`src/rtl/spgd_pkg.sv`:
```
// Shared state codes, DAC source codes and output decode helper for the SPGD sequencer.
package spgd_pkg;

    typedef enum logic [3:0] {
        S_STOPPED   = 4'd0,
        S_T_A       = 4'd1,
        S_ADC_A     = 4'd2,
        S_MATH_A    = 4'd3,
        S_JP_WR     = 4'd4,
        S_T_B       = 4'd5,
        S_ADC_B     = 4'd6,
        S_MATH_B    = 4'd7,
        S_JM_WR     = 4'd8,
        S_MATH_C    = 4'd9,
        S_U_WR      = 4'd10,
        S_RNG       = 4'd11,
        S_DU_WR     = 4'd12,
        S_T_C       = 4'd13,
        S_TRIG_WAIT = 4'd14,
        S_ERROR     = 4'd15
    } state_t;

    localparam logic [1:0] DAC_OFF   = 2'b00;
    localparam logic [1:0] DAC_PLUS  = 2'b01;
    localparam logic [1:0] DAC_MINUS = 2'b10;
    localparam logic [1:0] DAC_RNG   = 2'b11;

    // ADC stays enabled from capture through the matching J write.
    function automatic logic adc_en_state(input state_t s);
        return (s == S_ADC_A) || (s == S_MATH_A) || (s == S_JP_WR) ||
               (s == S_ADC_B) || (s == S_MATH_B) || (s == S_JM_WR);
    endfunction

endpackage

```
`src/rtl/spgd_trig_sync.sv`:
```
// Two-flop synchroniser for EXT_TRIG followed by a registered rising-edge pulse.
module spgd_trig_sync (
    input  logic ADC_CLK,
    input  logic RST,
    input  logic EXT_TRIG,
    output logic TRIG_EDGE
);

    logic [2:0] sync;

    always_ff @(posedge ADC_CLK) begin
        if (RST) begin
            sync      <= 3'b000;
            TRIG_EDGE <= 1'b0;
        end else begin
            sync      <= {sync[1:0], EXT_TRIG};
            TRIG_EDGE <= sync[1] & ~sync[2];
        end
    end

endmodule

```
`src/rtl/spgd_sequencer.sv`:
```
// SPGD iteration sequencer: two-/one-sided, internal-period or EXT_TRIG paced.
// SPGD_SEQ_ADC_TIMEOUT_EN adds an ADC_DONE timeout that lands in ERROR.
import spgd_pkg::*;

module spgd_sequencer #(
    parameter int COUNT_WIDTH = 32,
    parameter int ADC_TIME    = 1036,
    parameter int MATH_TIME   = 10,
    parameter int MATH_C_TIME = 40,
    parameter int RNG_TIME    = 100,
    parameter int ADC_TIMEOUT = 4096
) (
    input  logic                   ADC_CLK,
    input  logic                   RST,
    input  logic                   FSM_EN,
    input  logic                   TWO_SIDED,
    input  logic                   TRIG_MODE,
    input  logic                   EXT_TRIG,
    input  logic                   ADC_DONE,
    input  logic [COUNT_WIDTH-1:0] J_TIME,
    output logic                   ADC_EN,
    output logic                   REG_RST,
    output logic                   RNG_CLK,
    output logic                   J_P_WRT,
    output logic                   J_M_WRT,
    output logic                   U_WRT,
    output logic                   DELTA_U_WRT,
    output logic [1:0]             DAC_SEL,
    output logic [3:0]             FSM_STATE,
    output logic [COUNT_WIDTH-1:0] ITER_COUNT,
    output logic                   TRIG_OVR,
    output logic                   ERR
);

    // One extra bit so 2*J_TIME for T_C never overflows.
    localparam int TW = COUNT_WIDTH + 1;
    localparam logic [TW-1:0] ADC_T   = TW'(ADC_TIME);
    localparam logic [TW-1:0] MATH_T  = TW'(MATH_TIME);
    localparam logic [TW-1:0] MATHC_T = TW'(MATH_C_TIME);
    localparam logic [TW-1:0] RNG_T   = TW'(RNG_TIME);
    localparam logic [TW-1:0] TO_T    = TW'(ADC_TIMEOUT);

    function automatic logic [TW-1:0] wait_load(input logic [TW-1:0] w);
        return (w == '0) ? '0 : w - TW'(1);
    endfunction

    state_t        state, state_nxt;
    logic [TW-1:0] timer, timer_ld;
    logic [TW-1:0] j_ext, j_dbl, w_ta, w_tb, w_tc;
    logic [1:0]    dac_nxt;
    logic          timer_zero, two_sided_q, trig_edge;

    spgd_trig_sync u_trig_sync (
        .ADC_CLK   (ADC_CLK),
        .RST       (RST),
        .EXT_TRIG  (EXT_TRIG),
        .TRIG_EDGE (trig_edge)
    );

    assign timer_zero = (timer == '0);
    assign FSM_STATE  = state;

    always_comb begin
        j_ext = {1'b0, J_TIME};
        j_dbl = {J_TIME, 1'b0};
        w_ta  = (j_ext < ADC_T) ? '0 : j_ext - ADC_T;
        w_tb  = (j_ext < ADC_T + MATHC_T) ? '0 : j_ext - ADC_T - MATHC_T;
        w_tc  = (j_dbl < RNG_T) ? '0 : j_dbl - RNG_T;
    end

    // ADC_EN is the capture request; ADC_DONE is only honoured while in ADC_A/ADC_B
    // and completes the request on the edge it is sampled high, with no backpressure.
    // TRIG_MODE is only consulted at STOPPED exit and DU_WR, which is where it latches.
    always_comb begin
        state_nxt = state;
        case (state)
            S_STOPPED:   state_nxt = TRIG_MODE ? S_TRIG_WAIT : S_T_A;
            S_TRIG_WAIT: if (trig_edge) state_nxt = S_ADC_A;
            S_T_A:       if (timer_zero) state_nxt = S_ADC_A;
            S_ADC_A: begin
                if (ADC_DONE) state_nxt = S_MATH_A;
`ifdef SPGD_SEQ_ADC_TIMEOUT_EN
                else if (timer_zero) state_nxt = S_ERROR;
`endif
            end
            S_MATH_A:    if (timer_zero) state_nxt = S_JP_WR;
            S_JP_WR:     state_nxt = two_sided_q ? S_T_B : S_MATH_C;
            S_T_B:       if (timer_zero) state_nxt = S_ADC_B;
            S_ADC_B: begin
                if (ADC_DONE) state_nxt = S_MATH_B;
`ifdef SPGD_SEQ_ADC_TIMEOUT_EN
                else if (timer_zero) state_nxt = S_ERROR;
`endif
            end
            S_MATH_B:    if (timer_zero) state_nxt = S_JM_WR;
            S_JM_WR:     state_nxt = S_MATH_C;
            S_MATH_C:    if (timer_zero) state_nxt = S_U_WR;
            S_U_WR:      state_nxt = S_RNG;
            S_RNG:       if (timer_zero) state_nxt = S_DU_WR;
            S_DU_WR:     state_nxt = TRIG_MODE ? S_TRIG_WAIT : S_T_C;
            S_T_C:       if (timer_zero) state_nxt = S_T_A;
            S_ERROR:     state_nxt = S_ERROR;
            default:     state_nxt = S_STOPPED;
        endcase
        if (!FSM_EN) state_nxt = S_STOPPED;
    end

    // Load value is W-1 so a state lasts max(W,1) cycles counting down to zero.
    always_comb begin
        case (state_nxt)
            S_T_A:             timer_ld = wait_load(w_ta);
            S_T_B:             timer_ld = wait_load(w_tb);
            S_T_C:             timer_ld = wait_load(w_tc);
            S_MATH_A, S_MATH_B: timer_ld = wait_load(MATH_T);
            S_MATH_C:          timer_ld = wait_load(MATHC_T);
            S_RNG:             timer_ld = wait_load(RNG_T);
            S_ADC_A, S_ADC_B:  timer_ld = wait_load(TO_T);
            default:           timer_ld = '0;
        endcase
    end

    always_comb begin
        case (state_nxt)
            S_T_A, S_ADC_A, S_MATH_A, S_JP_WR:      dac_nxt = DAC_PLUS;
            S_T_B, S_ADC_B, S_MATH_B, S_JM_WR:      dac_nxt = DAC_MINUS;
            S_MATH_C, S_U_WR:                       dac_nxt = two_sided_q ? DAC_MINUS : DAC_PLUS;
            S_RNG, S_DU_WR, S_T_C, S_TRIG_WAIT:     dac_nxt = DAC_RNG;
            default:                                dac_nxt = DAC_OFF;
        endcase
    end

    always_ff @(posedge ADC_CLK) begin
        if (RST) begin
            state       <= S_STOPPED;
            timer       <= '0;
            two_sided_q <= 1'b0;
            ADC_EN      <= 1'b0;
            REG_RST     <= 1'b1;
            RNG_CLK     <= 1'b0;
            J_P_WRT     <= 1'b0;
            J_M_WRT     <= 1'b0;
            U_WRT       <= 1'b0;
            DELTA_U_WRT <= 1'b0;
            DAC_SEL     <= DAC_OFF;
            ITER_COUNT  <= '0;
            TRIG_OVR    <= 1'b0;
            ERR         <= 1'b0;
        end else begin
            state <= state_nxt;
            if (state_nxt != state) timer <= timer_ld;
            else if (!timer_zero)   timer <= timer - TW'(1);
            if ((state == S_STOPPED && state_nxt != S_STOPPED) || state == S_DU_WR)
                two_sided_q <= TWO_SIDED;
            ADC_EN      <= adc_en_state(state_nxt);
            REG_RST     <= (state_nxt == S_STOPPED);
            RNG_CLK     <= (state_nxt == S_RNG) && (state == S_RNG) && !RNG_CLK;
            J_P_WRT     <= (state_nxt == S_JP_WR);
            J_M_WRT     <= (state_nxt == S_JM_WR);
            U_WRT       <= (state_nxt == S_U_WR);
            DELTA_U_WRT <= (state_nxt == S_DU_WR);
            DAC_SEL     <= dac_nxt;
            if (state_nxt == S_STOPPED)    ITER_COUNT <= '0;
            else if (state_nxt == S_DU_WR) ITER_COUNT <= ITER_COUNT + COUNT_WIDTH'(1);
            if (state_nxt == S_STOPPED) TRIG_OVR <= 1'b0;
            else if (trig_edge && state != S_TRIG_WAIT && state != S_STOPPED) TRIG_OVR <= 1'b1;
`ifdef SPGD_SEQ_ADC_TIMEOUT_EN
            ERR <= (state_nxt == S_ERROR);
`else
            ERR <= 1'b0;
`endif
        end
    end

endmodule
```
`config.mk`:
```
export PLATFORM = sky130hd
export DESIGN_NAME = spgd_sequencer
export DESIGN_NICKNAME = d
export VERILOG_FILES = /design/src/rtl/spgd_pkg.sv /design/src/rtl/spgd_trig_sync.sv /design/src/rtl/spgd_sequencer.sv
export SDC_FILE = /design/constraint.sdc
export NUM_CORES = 1
export LEC_CHECK = 0
export CAP_MARGIN = 25
export CORE_MARGIN = 5
export CORE_UTILIZATION = 60
export CTS_CLUSTER_DIAMETER = 150
export DETAILED_ROUTE_END_ITERATION = 8
export PLACE_DENSITY = 0.82
export SYNTH_ARGS = -nofsm -noshare
export SYNTH_HDL_FRONTEND = slang
export SYNTH_SLANG_ARGS = --single-unit
export TNS_END_PERCENT = 10
```
`constraint.sdc`:
```
create_clock -name ADC_CLK -period 6.98 [get_ports ADC_CLK]
set_input_delay 1.396 -clock ADC_CLK [delete_from_list [all_inputs] [get_ports ADC_CLK]]
set_output_delay 1.396 -clock ADC_CLK [all_outputs]
set_load 0.1 [all_outputs]
```
==> results of run 1 <==
## through the flow
stage / util (%) / std cells
after global placement: 67.5 / 1688
final: 69.3 / 1703
after floorplan: - / 1432
after CTS: 69.3 / 1703
after global routing: 69.3 / 1703
after detailed placement: 67.5 / 1688
## worst max-delay path, delay by kind of cell
kind            cells  cell delay (ns)
fa+ha+maj           2             0.70
simple gates        5             1.75
compound gates      5             1.26
buf+inv             4             1.01
xor+xnor            1             0.15
## cells in the final DEF (no fill, tap or decap), types with 11 or more instances in the layout
cell type	n
o21ai_0	86
nor2b_1	13
o31ai_1	12
or3_1	24
nand3_1	42
clkdlybuf4s50_1	84
nor4_1	29
and3_1	19
inv_1	25
or2_2	20
nand2b_1	18
nor2_1	157
a21oi_1	93
xor2_1	62
nand2_1	127
dfxtp_1	84
buf_4	52
a221oi_1	13
o211ai_1	23
or4_1	21
ha_1	11
xnor2_1	87
nor3_1	60
nand4_1	34
a31oi_1	23
and2_1	19
## final cells by class
cell class	count	area, um^2
Sequential cell	84	1680
Clock buffer	14	274
Tap cell	220	275
Fill cell	1457	5050
Multi-Input combinational cell	1221	7820
Timing Repair Buffer	136	1230
Inverter	27	101
Clock inverter	1	30.0
## path summary, 6_finish.rpt
| path | startpoint | slack (ns) | cells past startpoint | to |
|---|---|---|---|---|
| setup / recovery | J_TIME[2] | 0.88 | 17 | timer[5] |
| hold / removal | u_trig_sync.sync[2] | 0.39 | 1 | u_trig_sync.TRIG_EDGE |
| setup reg to reg | timer[2] | 2.44 | 11 | ITER_COUNT[29] |
| hold reg to reg | u_trig_sync.sync[2] | 0.39 | 1 | u_trig_sync.TRIG_EDGE |
## flip-flops by register name (all words and copies together), names as in the netlist, 2 cells and up
signal,flops
timer,33
FSM_STATE,4
DAC_SEL,2
u_trig_sync.sync,3
ITER_COUNT,32
## power by group
part	internal, mW	switching (mW)
Combinational	0.804	1.34
Sequential	0.563	0.0963
Clock	0.305	0.172
## layer usage
metal | up-vias | part of all wire (%) | global-route usage [%]
li1 | 5427 | - | -
met1 | 5251 | 42 | 45.5
met2 | 632 | 46 | 55.8
met3 | 77 | 8.5 | 3.57
met4 | 0 | 3.3 | 11.8
met5 | - | 0 | 0
## cell families after synthesis
| group | Yosys count | share of synthesized area, % |
|---|---|---|
| AOI/OAI and AO/OA | 403 | 27.9 |
| other | 1 | 0.0374 |
| buffers and inverters | 127 | 5.38 |
| adders and majority gates | 11 | 1.37 |
| DFF | 84 | 16.8 |
| and+or+nand+nor | 647 | 34.4 |
| xor gates and xnor gates | 149 | 13.0 |
| muxes | 10 | 1.07 |
==> results.cfg, run 1 <==
[worst_setup_path]
crit_arrival_ns = 6.31
setup.worst_path.class = input port to register
crit_path_top_delay_cell = or4_1
max_stage_delay_ns = 0.59
path_cells = clkdlybuf4s50_1 > buf_4 > inv_1 > ha_1 > inv_1 > ha_1 > nand2b_1 > o2111ai_1 > a31oi_1 > nand2_1 > or4_1 > nor4_1 > xor2_1 > o41ai_2 > nand4_4 > a31oi_1 > o22ai_1
worst-path-max-fanout = 22
cp.required_ns = 7.19
critPathCaptureType = register
startpoint_type = input port

[placement]
gp_congestion = 1.03
pre_cts_slack_ns = 0.657
portBuffers = 84
dp_hpwl_um = 26800
dpl_cell_area_um2 = 11100

[routing]
post-route-drc-count = 0
ant_nets = 0
drt_first_pass_iters = 7
drtIter0Drc = 1355
wl_per_cell_um = 19.9
wl_um = 33900
routed_via_density = 6.69
vias = 11387

[global_routing]
grt_usage_pct = 33.6
grt_pass1_wl_um = 54800
grt_pass1_vias = 10434
grt_max_degree = 34
grt_overflow = 0
antenna_found_initial = 0

[floorplan]
die_area_um2 = 19400
coreArea_um2 = 16500
start_util_pct = 60.9
io_pins = 86
rows = 47
die_h_um = 139
die_width_um = 139

[sta]
final_max_slew_viol_count = 0
fin_setup_tns_ns = 0
slew_headroom_pct = 27.4
fmax_mhz = 164
setup_viol = 0
fin_worst_skew_ns = 0.00421
min_period_over_period_pct = 87.4
hold_ws_ns = 0.395
finalWorstSetupSlack_ns = 0.879
worstMarginPinSlew_ns = 1.08
period_needed_ns = 6.10
hold_viol = 0
rsz0062_at_grt = no

[synth]
synth_top_area_cell = dfxtp_1
async_reset_ff_share_pct = 0
ys_ff_latch = 84
syn_area_um2 = 10000
synth.distinct_cells = 99
seq_area_frac_synth_pct = 16.8
synth_edf_count = 0
synth_cells = 1432
synthFlopType = dfxtp_1
yosysMostFrequentCell = nor2_1
yosys-top-cells-area = dfxtp_1 (17%), xnor2_1 (7.6%), nor2_1 (5.9%)
synth_top_area_share_pct = 16.8
syn-num-nets = 1482
ys_top_cells_by_count = nor2_1 (157), nand2_1 (127), a21oi_1 (94)
avgSynthCellArea_um2 = 7.00
yosys_warnings = 0

[clock_network]
clkLatencyLatePin_ns = 0.33
cts_max_path_buffers = 2
cts.clk_slew.worst_paths_ns = 0.06
ctsHoldBuffers = 0
postCtsSetupRepairBufs = 0
ctsResizeCount = 0
cts_max_level = 3
numCtsBuffers = 9
root_buffer = clkbuf_16
tritoncts = built
numClockSinks = 84

[finish]
drive_gt1_share_pct = 9.10
nNetsFinal = 1529
antenna_cells = 0
stdcell_area_um2 = 11400
syn_to_final_growth_pct = 13.9

[job]
drv_cap = 0

[status]
run_status = finished clean

[power_and_ir_drop]
p_per_area_nw_per_um2 = 287
power_mw = 3.28
p_leak_nw = 3.82
ir_drop_v = 0.000283

[worst_hold_path]
hold_class = register to register
Note: power is estimated with default switching activity, not from simulation.
==> run 2: changes to the inputs <==
CAP_MARGIN = unset   (was 25)
==> results of run 2 <==
No change in the layout: final DEF, timing and power equal those of run 1.
==> patch, RTL diff (config.mk and constraints of run 2) <==
`COUNT_WIDTH`: 32 -> 64.
--- a/src/rtl/spgd_sequencer.sv
+++ b/src/rtl/spgd_sequencer.sv
@@ -3,7 +3,7 @@
 import spgd_pkg::*;
 
 module spgd_sequencer #(
-    parameter int COUNT_WIDTH = 32,
+    parameter int COUNT_WIDTH = 64,
     parameter int ADC_TIME    = 1036,
     parameter int MATH_TIME   = 10,
     parameter int MATH_C_TIME = 40,
Interface: changed (resized ITER_COUNT and J_TIME); port bits go from 86 to 150. No check against the original RTL was run, so the function may have changed too.
==> patch against run 2 <==
Setup slack worse by 0.69 ns. Synthesized cell count is 96% higher. Sequential cell count rose by 64. Cell area rose by 100%. Wire length grew 120%. Power increased by 62%. Synthesized area increased by 87%. Utilization rose by 6.2 points. Largest power group unchanged. Highest routed layer is now met5.
==> patch: results <==
[sta]
period_share_pct = 97.33
slew_headroom_pct = 12.45
clock_skew_ns = 0.01179

[finish]
num-nonclk-inverters = 24
sh_seq_area_pct = 12.80
multi_input_gates = 2463
fill_cells = 2379
nClkBuffers = 17
buf_share_pct = 17.23
multi_input_area_um2 = 15060
fin_nets = 3210
drive_gt1_share_pct = 13.92
nonClockBufferCount = 472
clock_cell_area_share_pct = 2.410
largest_reg_flops = 65

[synthesis]
synth_nets = 2892
ys_types = 92
seq_area_frac_synth_pct = 15.84
synthTopCellsByCount = 362 x nor2_1, 265 x nand2_1, 167 x a21oi_1
yosys-top-cells-area = dfxtp_1 16%, xnor2_1 7.8%, xor2_1 7.3%
syn_inst = 2808

[clock_tree]
cts.htree.levels = 4
clk_pin_slew_ns = 0.06
clk-insertion-delay-late_ns = 0.43
clock-sinks = 148

[placed_design]
pre_cts_ws_ns = -0.2903
placed_cells = 3502
routabilityCongestion = 1.171
detailed_place_hpwl_um = 58720
io_buffers = 148
placed_cell_area_um2 = 22560

[critical_path]
r2r_cells = 19
path_max_fanout = 20
startpoint = J_TIME[8]
r2r-start = timer[0]
crit_end = timer[38]
cpPeakStageDelay_ns = 0.43
critPathSlowestCell = nor4_4
r2r_end = timer[62]
arrival_ns = 7.09

[grt]
gr-usage-met3_pct = 10.86
grt_start_max_net_pins = 67
gr-usage-met1_pct = 51.79
grt_util_all_layers_pct = 39.90
grt_pass1_vias = 22710
grt_pass1_wl_um = 117700
met2_usage_pct = 61.28

[route]
routedWlPerCell_um = 21.21
drt_iter0_drc = 3918
dr.pass1.iters = 9
vias_per_cell = 7.007

[run_status]
outcome = finished, final reports clean

[power]
p_per_area_nw_per_um2 = 229.4
pg_clk_w = 0.000866
p_leak_nw = 8.080
p_sw_w = 0.002627
ir_drop_mv = 0.2016
power_frac_comb_pct = 62.9

[die]
start_util_pct = 60.98
==> patch: repair_timing <==
action                                  CTS  global route
endpoints found under the setup margin    0            35
setup buffers                             0             1
gates resized for setup                   0             5
==> patch: layer usage <==
layer	routed length, µm	share of wire (%)
met4	4833	6.4
met5	17	0.023
met1	27420	37
met2	31100	41
met3	11620	15
==> patch: worst max-delay path, delay by kind of cell <==
kind / cells / cell delay (ns)
mux: 1 / 0.33
buf+inv: 8 / 1.83
simple gates: 9 / 2.56
compound gates: 4 / 0.97
==> patch: cells by family (layout without fill, tap and decap cells) <==
kind of cell	after synthesis	count (layout)	synth area share, %
AO/OA/AOI/OAI	684	684	23.86
XOR/XNOR	322	322	15.08
adder cells (fa/ha/maj)	13	13	0.8697
buffers and inverters	197	528	4.141
flip-flops	148	148	15.84
multiplexers	22	22	1.191
other	1	1	0.02005
AND/OR/NAND/NOR	1421	1421	39.00
